`src/rtl/wave_seq_pkg.sv`:
```
// Shared types and constants for the wave-channel playback sequencer.
package wave_seq_pkg;

    typedef enum logic [1:0] {
        IDLE  = 2'd0,
        FETCH = 2'd1,
        WAIT  = 2'd2,
        RUN   = 2'd3
    } wave_seq_state_t;

    localparam int unsigned WAVE_NIBBLES_1BANK = 32;
    localparam int unsigned WAVE_NIBBLES_2BANK = 64;

    typedef logic bank_t;

    // Byte address of nibble n; in 64-sample mode the upper half lives in the other bank.
    function automatic logic [4:0] wave_byte_addr(input bank_t bank, input logic dim,
                                                  input logic [5:0] nibble);
        return {bank ^ (dim & nibble[5]), nibble[4:1]};
    endfunction

endpackage

```
`src/rtl/wave_length_counter.sv`:
```
// Wave-channel length counter: loads 2^LENGTH_W - NR31 on trigger, counts 256 Hz ticks down.
module wave_length_counter #(
    parameter int LENGTH_W = 8
) (
    input  logic                frequency_timer_clock,
    input  logic                reset,
    input  logic                load_i,
    input  logic [LENGTH_W-1:0] load_value_i,
    input  logic                tick_i,
    input  logic                enable_i,
    output logic                expire_o
);

    localparam logic [LENGTH_W:0] FULL_COUNT = {1'b1, {LENGTH_W{1'b0}}};
    localparam logic [LENGTH_W:0] ONE_COUNT  = {{LENGTH_W{1'b0}}, 1'b1};
    localparam logic [LENGTH_W:0] ZERO_COUNT = {(LENGTH_W+1){1'b0}};

    logic [LENGTH_W:0] count_q;
    logic [LENGTH_W:0] count_d;
    logic              step_s;

    // Next count: a load overrides any tick arriving on the same edge.
    always_comb begin
        step_s = tick_i & enable_i & (count_q != ZERO_COUNT);
        if (load_i) begin
            count_d = FULL_COUNT - {1'b0, load_value_i};
        end else if (step_s) begin
            count_d = count_q - ONE_COUNT;
        end else begin
            count_d = count_q;
        end
        expire_o = ~load_i & step_s & (count_q == ONE_COUNT);
    end

    // Count register.
    always_ff @(posedge frequency_timer_clock or posedge reset) begin
        if (reset) begin
            count_q <= ZERO_COUNT;
        end else begin
            count_q <= count_d;
        end
    end

endmodule

```
`src/rtl/wave_playback_sequencer.sv`:
```
// Wave-channel sequencer: trigger/NR30 control, wave-RAM prefetch and one nibble per clock.
module wave_playback_sequencer
    import wave_seq_pkg::*;
#(
    parameter int LENGTH_W = 8
) (
    input  logic                frequency_timer_clock,
    input  logic                reset,
    input  logic                nr30_enable,
    input  logic                nr30_bank,
    input  logic                nr30_dim,
    input  logic [LENGTH_W-1:0] length_load,
    input  logic                length_enable,
    input  logic                trigger,
    input  logic                length_tick,
    output logic                ram_rd_en,
    output logic [4:0]          ram_rd_addr,
    input  logic [7:0]          ram_rd_data,
    output logic [3:0]          sample,
    output logic [5:0]          position,
    output logic                channel_active,
    output logic                cpu_bank
);

    wave_seq_state_t state_q;
    bank_t           play_bank_q;
    logic            play_dim_q;
    logic [5:0]      pos_q;
    logic [7:0]      cur_byte_q;
    logic [3:0]      sample_q;
    logic            active_q;
    logic            rd_en_q;
    logic [4:0]      rd_addr_q;

    logic            trig_accept_s;
    logic            expire_s;
    logic [5:0]      pos_next_s;
    logic [5:0]      tgt_pos_s;
    logic [5:0]      fetch_nib_s;

    assign trig_accept_s = trigger & nr30_enable;

    wave_length_counter #(
        .LENGTH_W(LENGTH_W)
    ) u_length (
        .frequency_timer_clock(frequency_timer_clock),
        .reset                (reset),
        .load_i               (trig_accept_s),
        .load_value_i         (length_load),
        .tick_i               (length_tick),
        .enable_i             (length_enable),
        .expire_o             (expire_s)
    );

    // Position arithmetic; the prefetch target is two nibbles past the position being entered.
    always_comb begin
        if (play_dim_q) begin
            pos_next_s = pos_q + 6'd1;
        end else begin
            pos_next_s = {1'b0, pos_q[4:0] + 5'd1};
        end
        if (state_q == WAIT) begin
            tgt_pos_s = pos_q;
        end else begin
            tgt_pos_s = pos_next_s;
        end
        if (play_dim_q) begin
            fetch_nib_s = tgt_pos_s + 6'd2;
        end else begin
            fetch_nib_s = {1'b0, tgt_pos_s[4:0] + 5'd2};
        end
    end

    // Sequencer FSM with registered read port, sample and status outputs.
    always_ff @(posedge frequency_timer_clock or posedge reset) begin
        if (reset) begin
            state_q     <= IDLE;
            play_bank_q <= 1'b0;
            play_dim_q  <= 1'b0;
            pos_q       <= 6'd0;
            cur_byte_q  <= 8'h00;
            sample_q    <= 4'h0;
            active_q    <= 1'b0;
            rd_en_q     <= 1'b0;
            rd_addr_q   <= 5'd0;
        end else if (!nr30_enable) begin
            state_q  <= IDLE;
            active_q <= 1'b0;
            rd_en_q  <= 1'b0;
        end else if (trigger) begin
            state_q     <= FETCH;
            play_bank_q <= nr30_bank;
            play_dim_q  <= nr30_dim;
            pos_q       <= 6'd0;
            active_q    <= 1'b1;
            rd_en_q     <= 1'b1;
            rd_addr_q   <= {nr30_bank, 4'h0};
        end else if (expire_s) begin
            // Expiry beats a coincident prefetch.
            state_q  <= IDLE;
            active_q <= 1'b0;
            rd_en_q  <= 1'b0;
        end else begin
            case (state_q)
                IDLE: begin
                    rd_en_q <= 1'b0;
                end
                FETCH: begin
                    rd_en_q <= 1'b0;
                    state_q <= WAIT;
                end
                WAIT: begin
                    state_q    <= RUN;
                    cur_byte_q <= ram_rd_data;
                    sample_q   <= ram_rd_data[7:4];
                    rd_en_q    <= 1'b1;
                    rd_addr_q  <= wave_byte_addr(play_bank_q, play_dim_q, fetch_nib_s);
                end
                RUN: begin
                    pos_q <= pos_next_s;
                    if (pos_next_s[0]) begin
                        sample_q <= cur_byte_q[3:0];
                        rd_en_q  <= 1'b0;
                    end else begin
                        cur_byte_q <= ram_rd_data;
                        sample_q   <= ram_rd_data[7:4];
                        rd_en_q    <= 1'b1;
                        rd_addr_q  <= wave_byte_addr(play_bank_q, play_dim_q, fetch_nib_s);
                    end
                end
                default: begin
                    state_q  <= IDLE;
                    active_q <= 1'b0;
                    rd_en_q  <= 1'b0;
                end
            endcase
        end
    end

    assign ram_rd_en      = rd_en_q;
    assign ram_rd_addr    = rd_addr_q;
    assign sample         = sample_q;
    assign position       = pos_q;
    assign channel_active = active_q;
    assign cpu_bank       = ~play_bank_q;

endmodule

```
`config.mk`:
```
export PLATFORM = sky130hd
export DESIGN_NAME = wave_playback_sequencer
export DESIGN_NICKNAME = d
export VERILOG_FILES = /design/src/rtl/wave_seq_pkg.sv /design/src/rtl/wave_length_counter.sv /design/src/rtl/wave_playback_sequencer.sv
export SDC_FILE = /design/constraint.sdc
export NUM_CORES = 1
export LEC_CHECK = 0
export ABC_AREA = 0
export BUFFER_PORTS_ARGS = -buffer_cell sky130_fd_sc_hd__clkbuf_2
export CAP_MARGIN = 5
export CORE_MARGIN = 1
export CORE_UTILIZATION = 30
export CTS_BUF_LIST = sky130_fd_sc_hd__clkbuf_4
export CTS_CLUSTER_SIZE = 16
export DETAILED_ROUTE_END_ITERATION = 10
export PLACE_DENSITY = 0.47
export SLEW_MARGIN = 20
export SYNTH_ARGS = -nofsm -noshare
export SYNTH_HDL_FRONTEND = slang
export SYNTH_SLANG_ARGS = --single-unit
export TNS_END_PERCENT = 30
```
`constraint.sdc`:
```
create_clock -name frequency_timer_clock -period 2.85 [get_ports frequency_timer_clock]
set_input_delay 0.1425 -clock frequency_timer_clock [delete_from_list [all_inputs] [get_ports frequency_timer_clock]]
set_output_delay 0.1425 -clock frequency_timer_clock [all_outputs]
set_load 0.05 [all_outputs]
```
## Yosys cells after proc, flatten, opt, wreduce, memory -nomap -nowiden

Index checks and enable logic that the tools add are counted.
W data, S select, Z words.

- Add/subtract/negate cells: 6
- Equality and inequality tests: 9
- Muxes and demuxes: 28
- Bitwise operators: 11
- Reduce and logical (&&, ||, !) cells: 12

Operators by type and width:

| kind | number |
|---|---|
| $mux W6 | 6 |
| $mux W9 | 2 |
| $pmux W4 S2 | 2 |
| $mux W5 | 3 |
| $pmux W5 S2 | 1 |
| $eq A9 B1 Y1 const B | 1 |
| $reduce_bool A9 Y1 | 1 |
| $sub A9 B1 Y9 const B | 1 |
| $sub A9 B8 Y9 const A | 1 |
| $mux W4 | 2 |
| $reduce_and A4 Y1 | 2 |
| $mux W1 | 7 |
| $add A6 B1 Y6 const B | 1 |
| $add A6 B2 Y6 const B | 1 |
| $and A1 B1 Y1 | 6 |
| $mux W2 | 3 |
| $reduce_bool A2 Y1 | 3 |
| $add A5 B1 Y5 const B | 1 |
| $add A5 B2 Y5 const B | 1 |
| $ne A5 B2 Y1 const B | 1 |
| $reduce_and A5 Y1 | 1 |
| $eq A2 B2 Y1 const B | 2 |
| $ne A2 B2 Y1 const B | 2 |
| $not A1 Y1 | 4 |
| other kinds (11) | 11 |

- Register bits after elaboration: 34
- Bits of input ports: 24
- Output and inout bits: 18
- Logic and storage cells: 76

## Longest topological paths before layout

Gate-level depths: netlist of run 1.

- Word-level depth: 11
- Depth in mapped cells: 10
- Depth with buffers taken out: 10

## Modules after synthesis

Synthesis of run 1 repeated with hierarchy kept, for this count alone.

- Cells, all modules: 208
- Area total of the unflattened synthesis: 2023.2 sq um

By module, submodules not included:

| module | times used | cells an instance | area an instance (sq um) | seq. area each (sq um) |
|---|---|---|---|---|
| wave_playback_sequencer | 1 | 125 | 1267.5 | 625.6 |
| wave_length_counter | 1 | 83 | 755.7 | 225.2 |

## Worst setup path before layout of run 1

No wires, ideal clock.

- Kind: flip-flop to flip-flop
- From: register pos_q[0] (netlist: position[0])
- To: register rd_addr_q[4] (netlist: ram_rd_addr[4])
- Library setup time: 0.070 ns
- Arrival: 2.399 ns
- Required time: 2.780 ns
- Setup slack: 0.381 ns
- Stages on the path, launching flop included: 8
- Buffers on the path: 0
- Clock period less this slack: 2.469 ns
- Path through: dfrtp_1 ha_1 clkinv_1 or4_4 a221oi_2 xnor2_1 a2111o_1 nand3_1

- Word-level cells in the longest chain between the ends: 11
- Elaborated cells on any way between the ends: 14
- Classes of those cells: add/sub (3); eq/ne (1); mux (7); bitwise (2); reduce/logical (1)

RTL lines:

| item | line | RTL |
|---|---|---|
| from (decl) | wave_playback_sequencer.sv:28 | `logic [5:0] pos_q;` |
| from (signal assigned) | wave_playback_sequencer.sv:120 | `pos_q <= pos_next_s;` |
| $add A6 B1 Y6 / $add A5 B1 Y5 (equally long branches) | wave_playback_sequencer.sv:58, wave_playback_sequencer.sv:60 |  |
| $mux W6 | wave_playback_sequencer.sv:57 | `if (play_dim_q) begin` |
| $mux W6 | wave_playback_sequencer.sv:62 | `if (state_q == WAIT) begin` |
| $add A6 B2 Y6 | wave_playback_sequencer.sv:68 | `fetch_nib_s = tgt_pos_s + 6'd2;` |
| $mux W6 | wave_playback_sequencer.sv:67 | `if (play_dim_q) begin` |
| $and A1 B1 Y1 | wave_seq_pkg.sv:19 | `return {bank ^ (dim & nibble[5]), nibble[4:1]};` |
| $xor A1 B1 Y1 | wave_seq_pkg.sv:19 |  |
| $mux W5 | wave_playback_sequencer.sv:121 | `if (pos_next_s[0]) begin` |
| $pmux W5 S2 | wave_playback_sequencer.sv:104 | `case (state_q)` |
| $mux W5 | wave_playback_sequencer.sv:98 | `end else if (expire_s) begin` |
| $mux W5 | wave_playback_sequencer.sv:90 | `end else if (trigger) begin` |
| to (signal assigned) | wave_playback_sequencer.sv:97 | `rd_addr_q <= {nr30_bank, 4'h0};` |
| to (signal assigned) | wave_playback_sequencer.sv:117 | `rd_addr_q <= wave_byte_addr(play_bank_q, play_dim_q, fetch_nib_s);` |
| to (signal assigned) | wave_playback_sequencer.sv:128 | `rd_addr_q <= wave_byte_addr(play_bank_q, play_dim_q, fetch_nib_s);` |
| to (decl) | wave_playback_sequencer.sv:33 | `logic [4:0] rd_addr_q;` |

Several ways; a longest one is shown, not always the timed one. The select of a mux whose other input is x is not followed.
A chain may end at the register's enable or synchronous reset.

## Worst setup path in the final report of run 1

- From: register state_q[1]
- To: register rd_addr_q[4] (netlist: ram_rd_addr[4])

- Word-level cells in the longest chain between the ends: 10
- Elaborated cells on any way between the ends: 14
- Classes of those cells: add/sub (1); eq/ne (3); mux (6); bitwise (2); reduce/logical (2)

RTL lines:

| item | line | RTL |
|---|---|---|
| from (decl) | wave_playback_sequencer.sv:25 | `wave_seq_state_t state_q;` |
| from (signal assigned) | wave_playback_sequencer.sv:77 | `state_q <= IDLE;` |
| from (signal assigned) | wave_playback_sequencer.sv:87 | `state_q <= IDLE;` |
| from (signal assigned) | wave_playback_sequencer.sv:91 | `state_q <= FETCH;` |
| $eq A2 B2 Y1 | wave_playback_sequencer.sv:62, wave_playback_sequencer.sv:104 |  |
| $mux W6 | wave_playback_sequencer.sv:62 |  |
| $add A6 B2 Y6 | wave_playback_sequencer.sv:68 |  |
| $mux W6 | wave_playback_sequencer.sv:67 |  |
| $and A1 B1 Y1 | wave_seq_pkg.sv:19 |  |
| $xor A1 B1 Y1 | wave_seq_pkg.sv:19 |  |
| $mux W5 | wave_playback_sequencer.sv:121 |  |
| $pmux W5 S2 | wave_playback_sequencer.sv:104 |  |
| $mux W5 | wave_playback_sequencer.sv:98 |  |
| $mux W5 | wave_playback_sequencer.sv:90 |  |

Several ways; a longest one is shown, not always the timed one. The select of a mux whose other input is x is not followed.

==> impl_metrics.ini, run 1 <==
[outcome]
status = complete, no violations

[global_routing]
grt_max_degree = 20
grtUsageTotal = 0.147
antenna_found_initial = 0
grt_remaining_overflow = 0
grt_pass1_wl_mm = 7.41
grt_pass1_vias = 1559

[synthesis]
yosysUniqueCellTypes = 43
synthArstFlopShare = 1.00
yosysMostFrequentCell = dfrtp_1
synth-edff-count = 0
yosysWarnings = 0
synth_top_area_frac = 0.436
ys_ff_latch = 34
postSynthAreaPerCell_um2 = 9.24
syn_inst = 211
synth_common_cells = dfrtp_1, nand2_1, nor2_1, a21oi_1, inv_1
seq_area_frac_synth = 0.436
synthTopCellsByArea = dfrtp_1, xnor2_1, ha_1
ys.flop_type = dfrtp_1
synth_nets = 241
synth_top_cell_by_area = dfrtp_1
syn_area_um2 = 1950

[worst_setup_path]
critical_path_required_ns = 3.12
cp_slowest_cell = nor2b_1
setup.worst_path.class = reg -> reg
slowest_delay_ns = 0.45
path_cells = nor2b_1 > mux2_2 > ha_1 > inv_1 > a221oi_2 > xnor2_1 > a2111o_1 > nand3_1
critical_path.top_delay_family = simple AND/OR/NAND/NOR gates
cp-end-kind = flip-flop
crit_arrival_ns = 2.61
cp.buffers_inverters = 1
critPathMaxFanout = 7
startpoint_type = flip-flop

[finish]
layout-drive-gt1-share = 0.230
layout.nets = 290
antennaDiodeCount = 0
syn_to_final_growth_pct = 19.8
fin_util = 0.370

[route]
dr.pass1.iters = 4
drt_iter0_markers = 53
antenna_left = 0
vias = 1594
wire_per_inst_um = 12.9
vias_per_cell = 4.72
postRouteWirelength_mm = 4.37
drc = 0

[sta]
slew_viol_final = 0
skew_ns = 0.0113
timing.final.crit_share = 0.823
max_freq_ghz = 0.426
worst_slack_ns = 0.505
hold_viol = 0
layout_min_cycle_time_ns = 2.34
tightestPinTransition_ns = 0.720
finalSetupViolCount = 0
tns_ns = 0
relSlewSlack = 0.520
rsz0062_at_grt = no

[clock_network]
clockBufferDepth = 2
cts_buffers = 5
cts_tree = done
clk_latency_ns = 0.33
cts_setup_buffers = 0
clkTransAtPathRegs_ns = 0.11
clock-sinks = 34
cts.htree.levels = 2
root_buffer = clkbuf_4

[pwr]
p_leak_uw = 0.00107
totalPowerFinal_uw = 1360
vdd_ir_drop_max_uv = 274
power_per_cell_area_nw_per_um2 = 583

[placement]
hpwlAfterDp_mm = 3.29
place_ws_ns = 0.510
io_buffers = 41
gp_congestion = 0.727

[hold_path]
hp-class = in -> reg

[floorplanning]
start_util = 0.309
row_count = 29
fp.dieW_um = 82.6
ios = 42
dieArea_um2 = 6830
coreArea_um2 = 6310
die_y_um = 82.6

[run]
drv_cap = 0
[per-stage QoR]
step                      hold slack (ns)  instances  instance area [um^2]
after floorplan                     0.272        211                  1950
after global placement              0.287        329                  2270
after global routing              0.00135        338                  2340
after CTS                         0.00443        338                  2340
after detailed placement            0.292        329                  2270
final                              0.0176        338                  2340
[area by class of cell]
class / instances / area, um^2
clock buffer: 6 / 45.0
tap: 77 / 96.3
inverter: 14 / 52.6
fill: 683 / 3980
multi-input combinational: 157 / 1020
clock inverter: 2 / 8.76
sequential: 34 / 851
timing repair buffer: 48 / 260
[worst register-to-register path: cells and delay by family, from the launching register on]
kind | cells | cell delay, ns
buffers and inverters | 1 | 0.09
xor gates and xnor gates | 1 | 0.17
DFF | 1 | 0.42
muxes | 1 | 0.43
and+or+nand+nor | 2 | 0.52
AOI/OAI and AO/OA | 2 | 0.47
adders and majority gates | 1 | 0.18
[routing by layer]
layer  global-route usage  routed length (um)
met5                    0                   0
met4               0.0414                  19
met3               0.0418                 182
met2                0.244                2000
met1                0.186                2160
[cells in the final DEF (no fill, tap or decap), types with 2 or more instances in the layout]
cell       n
xnor2_1   10
mux2i_1    5
buf_4      6
mux2_1     4
nand3_1    6
mux2_2     2
a31oi_1    3
nor3_1     8
xor2_1     8
clkinv_1   2
o31ai_1    3
clkbuf_4   6
a21oi_1   13
nor2b_1    3
nand2b_1   3
and2_1     5
nor2_1    19
inv_1     13
nand3b_1   2
or3_1      4
clkbuf_2  41
o21ai_0   11
dfrtp_1   34
nand2_1   20
o22ai_1    4
ha_1       6
[repair_timing]
action / 4_1_cts / 5_1_grt
endpoints found under the hold margin: 18 / 0
gates resized for setup: 0 / 0
hold buffers: 1 / 0
[report_power, final]
part           leakage [uW]  internal, uW  switching, uW  total, uW
Sequential         0.000423           566           74.4        641
Combinational      0.000618           150            304        454
Clock             0.0000331           102            165        267
Total               0.00107           818            543       1360
[registers in the layout (all words and copies together) (netlist names)]
register          cells
play_dim_q            1
cur_byte_q            4
state_q               2
channel_active        1
u_length.count_q      9
sample                4
play_bank_q           1
ram_rd_addr           5
ram_rd_en             1
position              6
[kinds of logic after synthesis]
group | count (synthesis) | synth area share
compound gates | 43 | 0.139
xor+xnor | 18 | 0.0808
fa+ha+maj | 6 | 0.0385
buf+inv | 20 | 0.0391
flops | 34 | 0.436
mux | 11 | 0.0603
simple gates | 79 | 0.206
[final timing paths]
check                           slack (ns)  cells after the start                  end            from
worst max-delay path                  0.51                      8       ram_rd_addr[4]      state_q[1]
min in group asynchronous             0.44                      3          position[2]           reset
worst min-delay path                  0.02                      2        cur_byte_q[0]  ram_rd_data[0]
worst min register to register        0.49                      2       ram_rd_addr[2]  ram_rd_addr[2]
max in group asynchronous             1.70                      4  u_length.count_q[6]           reset
worst max register to register        0.51                      8       ram_rd_addr[4]      state_q[1]
(Power assumes the default switching activity.)
==> run 2: changes to the inputs <==
- PLACE_DENSITY: 0.47 -> 0.49
- clock period: 2.85 -> 1.9 ns (I/O delays scaled with it)
==> run 2 against run 1 <==
  * The flow now finishes with violations (setup timing)
  * Cell count grew 13%
  * Critical endpoint unchanged
  * Utilization grew 8.0 points
  * Non-clock buffer count grew 45
  * Setup slack lost 0.61 ns
  * Critical path type unchanged
  * Global-route usage grew 0.45 points
  * Hold slack gained 0.022 ns
  * Via count grew 13%
  * Final area grew 22%
==> impl_metrics.ini, run 2 (synthesis gave the netlist of run 1 again) <==
[outcome]
status = complete, but fails checks
violations = setup timing

[pwr]
p_sw_uw = 879
p_leak_uw = 0.00130
p_clk_frac = 0.181
totalPowerFinal_uw = 2250
seqPwrFrac = 0.418
power_per_cell_area_nw_per_um2 = 792
swShare = 0.390
internal_power_uw = 1370
vdd_ir_drop_max_uv = 534
combPwrFrac = 0.401

[route]
drt_iter0_markers = 81
postRouteWirelength_mm = 4.85
vias_per_cell = 4.71
wire_per_inst_um = 12.7
vias = 1805
drc = 0
antenna_left = 0
dr.pass1.iters = 4

[run]
drv_cap = 0

[global_routing]
grt_max_degree = 35
grt-busiest-layer = met2
met2_usage = 0.264
grt_remaining_overflow = 0
grt_pass1_vias = 1624
antenna_found_initial = 0
grtUsageMet3 = 0.0341
grtUsageTotal = 0.152
use_met1 = 0.184
grt_pass1_wl_mm = 7.56

[placement]
gp_congestion = 0.746
dpl_cell_area_um2 = 2560
place_inst = 363
hpwlAfterDp_mm = 3.60
io_buffers = 41

[clock_network]
cts_tree = done
clk_latency_ns = 0.34
cts.htree.levels = 2
clkTransAtPathRegs_ns = 0.11
cts_buffers = 5
clock-sinks = 34
root_buffer = clkbuf_4
clockBufferDepth = 2

[sta]
relSlewSlack = 0.695
timing.final.crit_share = 1.05
worst_slack_ns = -0.101
skew_ns = 0.0122
rsz0062_at_grt = yes
tns_ns = -0.137
layout_min_cycle_time_ns = 2.00
slew_viol_final = 0
tightestPinTransition_ns = 0.458
finalSetupViolCount = 3
max_freq_ghz = 0.500
hold_viol = 0

[worst_setup_path]
reg2reg_from = position[1]
cp_slowest_cell = or4_4
regToRegEndpoint = ram_rd_addr[4]
startpoint_type = flip-flop
r2r.worst_path.cells = 7
slowest_delay_ns = 0.48
critPathMaxFanout = 3
setup.worst_path.class = reg -> reg
path_cells = ha_4 > clkinv_4 > or4_4 > a221oi_2 > xnor2_1 > a2111o_1 > nand3_1
critical_path_required_ns = 2.18
cp-end-kind = flip-flop
crit_arrival_ns = 2.28
regToRegSetupSlack_ns = -0.10

[finish]
antennaDiodeCount = 0
fin_util = 0.450
layout.nets = 335
stdcell_area_um2 = 2840
final_common_cell = buf_4
layout-drive-gt1-share = 0.425
final_cell_mix = buf_4, clkbuf_2, dfrtp_1
largest_reg_flops = 9
instances_no_fill = 383
syn_to_final_growth_pct = 45.7
top_register = u_length.count_q

[floorplanning]
coreArea_um2 = 6310
row_count = 29
start_util = 0.309
fp.dieW_um = 82.6
ios = 42
die_y_um = 82.6
dieArea_um2 = 6830

[hold_path]
hp-class = in -> reg
min_to = u_length.count_q[0]
min-delay-start = length_load[0]
whs_path_depth = 3
-- run 2: cell types whose count changed in the layout (fill, tap and decap cells not counted), sizes merged --
cell / previous run / this run
buf: 6 / 45
dlygate4sd3: 1 / 7
-- run 2: per-stage QoR --
step | worst slack [ns] | hold slack, ns
2_1_floorplan | -0.223 | 0.224
3_3_place_gp | -0.112 | 0.212
3_5_place_dp | -0.126 | 0.213
4_1_cts | -0.108 | 0.0274
5_1_grt | -0.238 | 0.0320
6_report | -0.101 | 0.0394
-- run 2: how the worst max path moves through the flow --
stage,start,endpoint,slack [ns],cells after the start
3_3_place_gp,u_length.count_q[0],ram_rd_addr[4],-0.11,8
6_report,position[1],ram_rd_addr[4],-0.10,7
3_5_place_dp,u_length.count_q[0],position[2],-0.13,8
2_1_floorplan,position[0],ram_rd_addr[4],-0.22,7
5_1_grt,position[1],ram_rd_addr[4],-0.24,7
4_1_cts,position[1],ram_rd_addr[4],-0.11,7
-- run 2: cell type report --
class	count	area, um^2
multi-input cells	157	1160
clock inverters	2	8.76
repair buffers	93	617
inverters	14	57.6
clock buffers	6	45.0
well taps	77	96.3
flip-flops and latches	34	857
fillers	654	3470
-- run 2: power by group through the flow --
stage | Clock [uW] | Sequential [uW] | Combinational [uW]
6_report | 408 | 942 | 903
5_1_grt | 460 | 961 | 988
4_1_cts | 430 | 938 | 860
3_5_place_dp | 0 | 952 | 836
3_3_place_gp | 0 | 949 | 831
2_1_floorplan | 0 | 1180 | 304
-- run 2: timing repair --
action,in CTS,in global routing
resized for setup,9,24
pin swaps,3,11
buffers inserted,2,3
hold endpoints to repair,40,0
setup endpoints to repair,14,16
hold buffers,7,0
-- run 2: worst max-delay path: cells and delay by family, from the launching register on --
family          cells  cell delay [ns]
buf+inv             1             0.06
compound gates      2             0.65
fa+ha+maj           1             0.16
flops               1             0.40
simple gates        2             0.55
xor+xnor            1             0.12
-- run 2: metal layers --
metal | part of all wire | wire [um]
met5 | 0 | 0
met4 | 0.012 | 57
met3 | 0.038 | 182
met2 | 0.49 | 2370
met1 | 0.46 | 2240
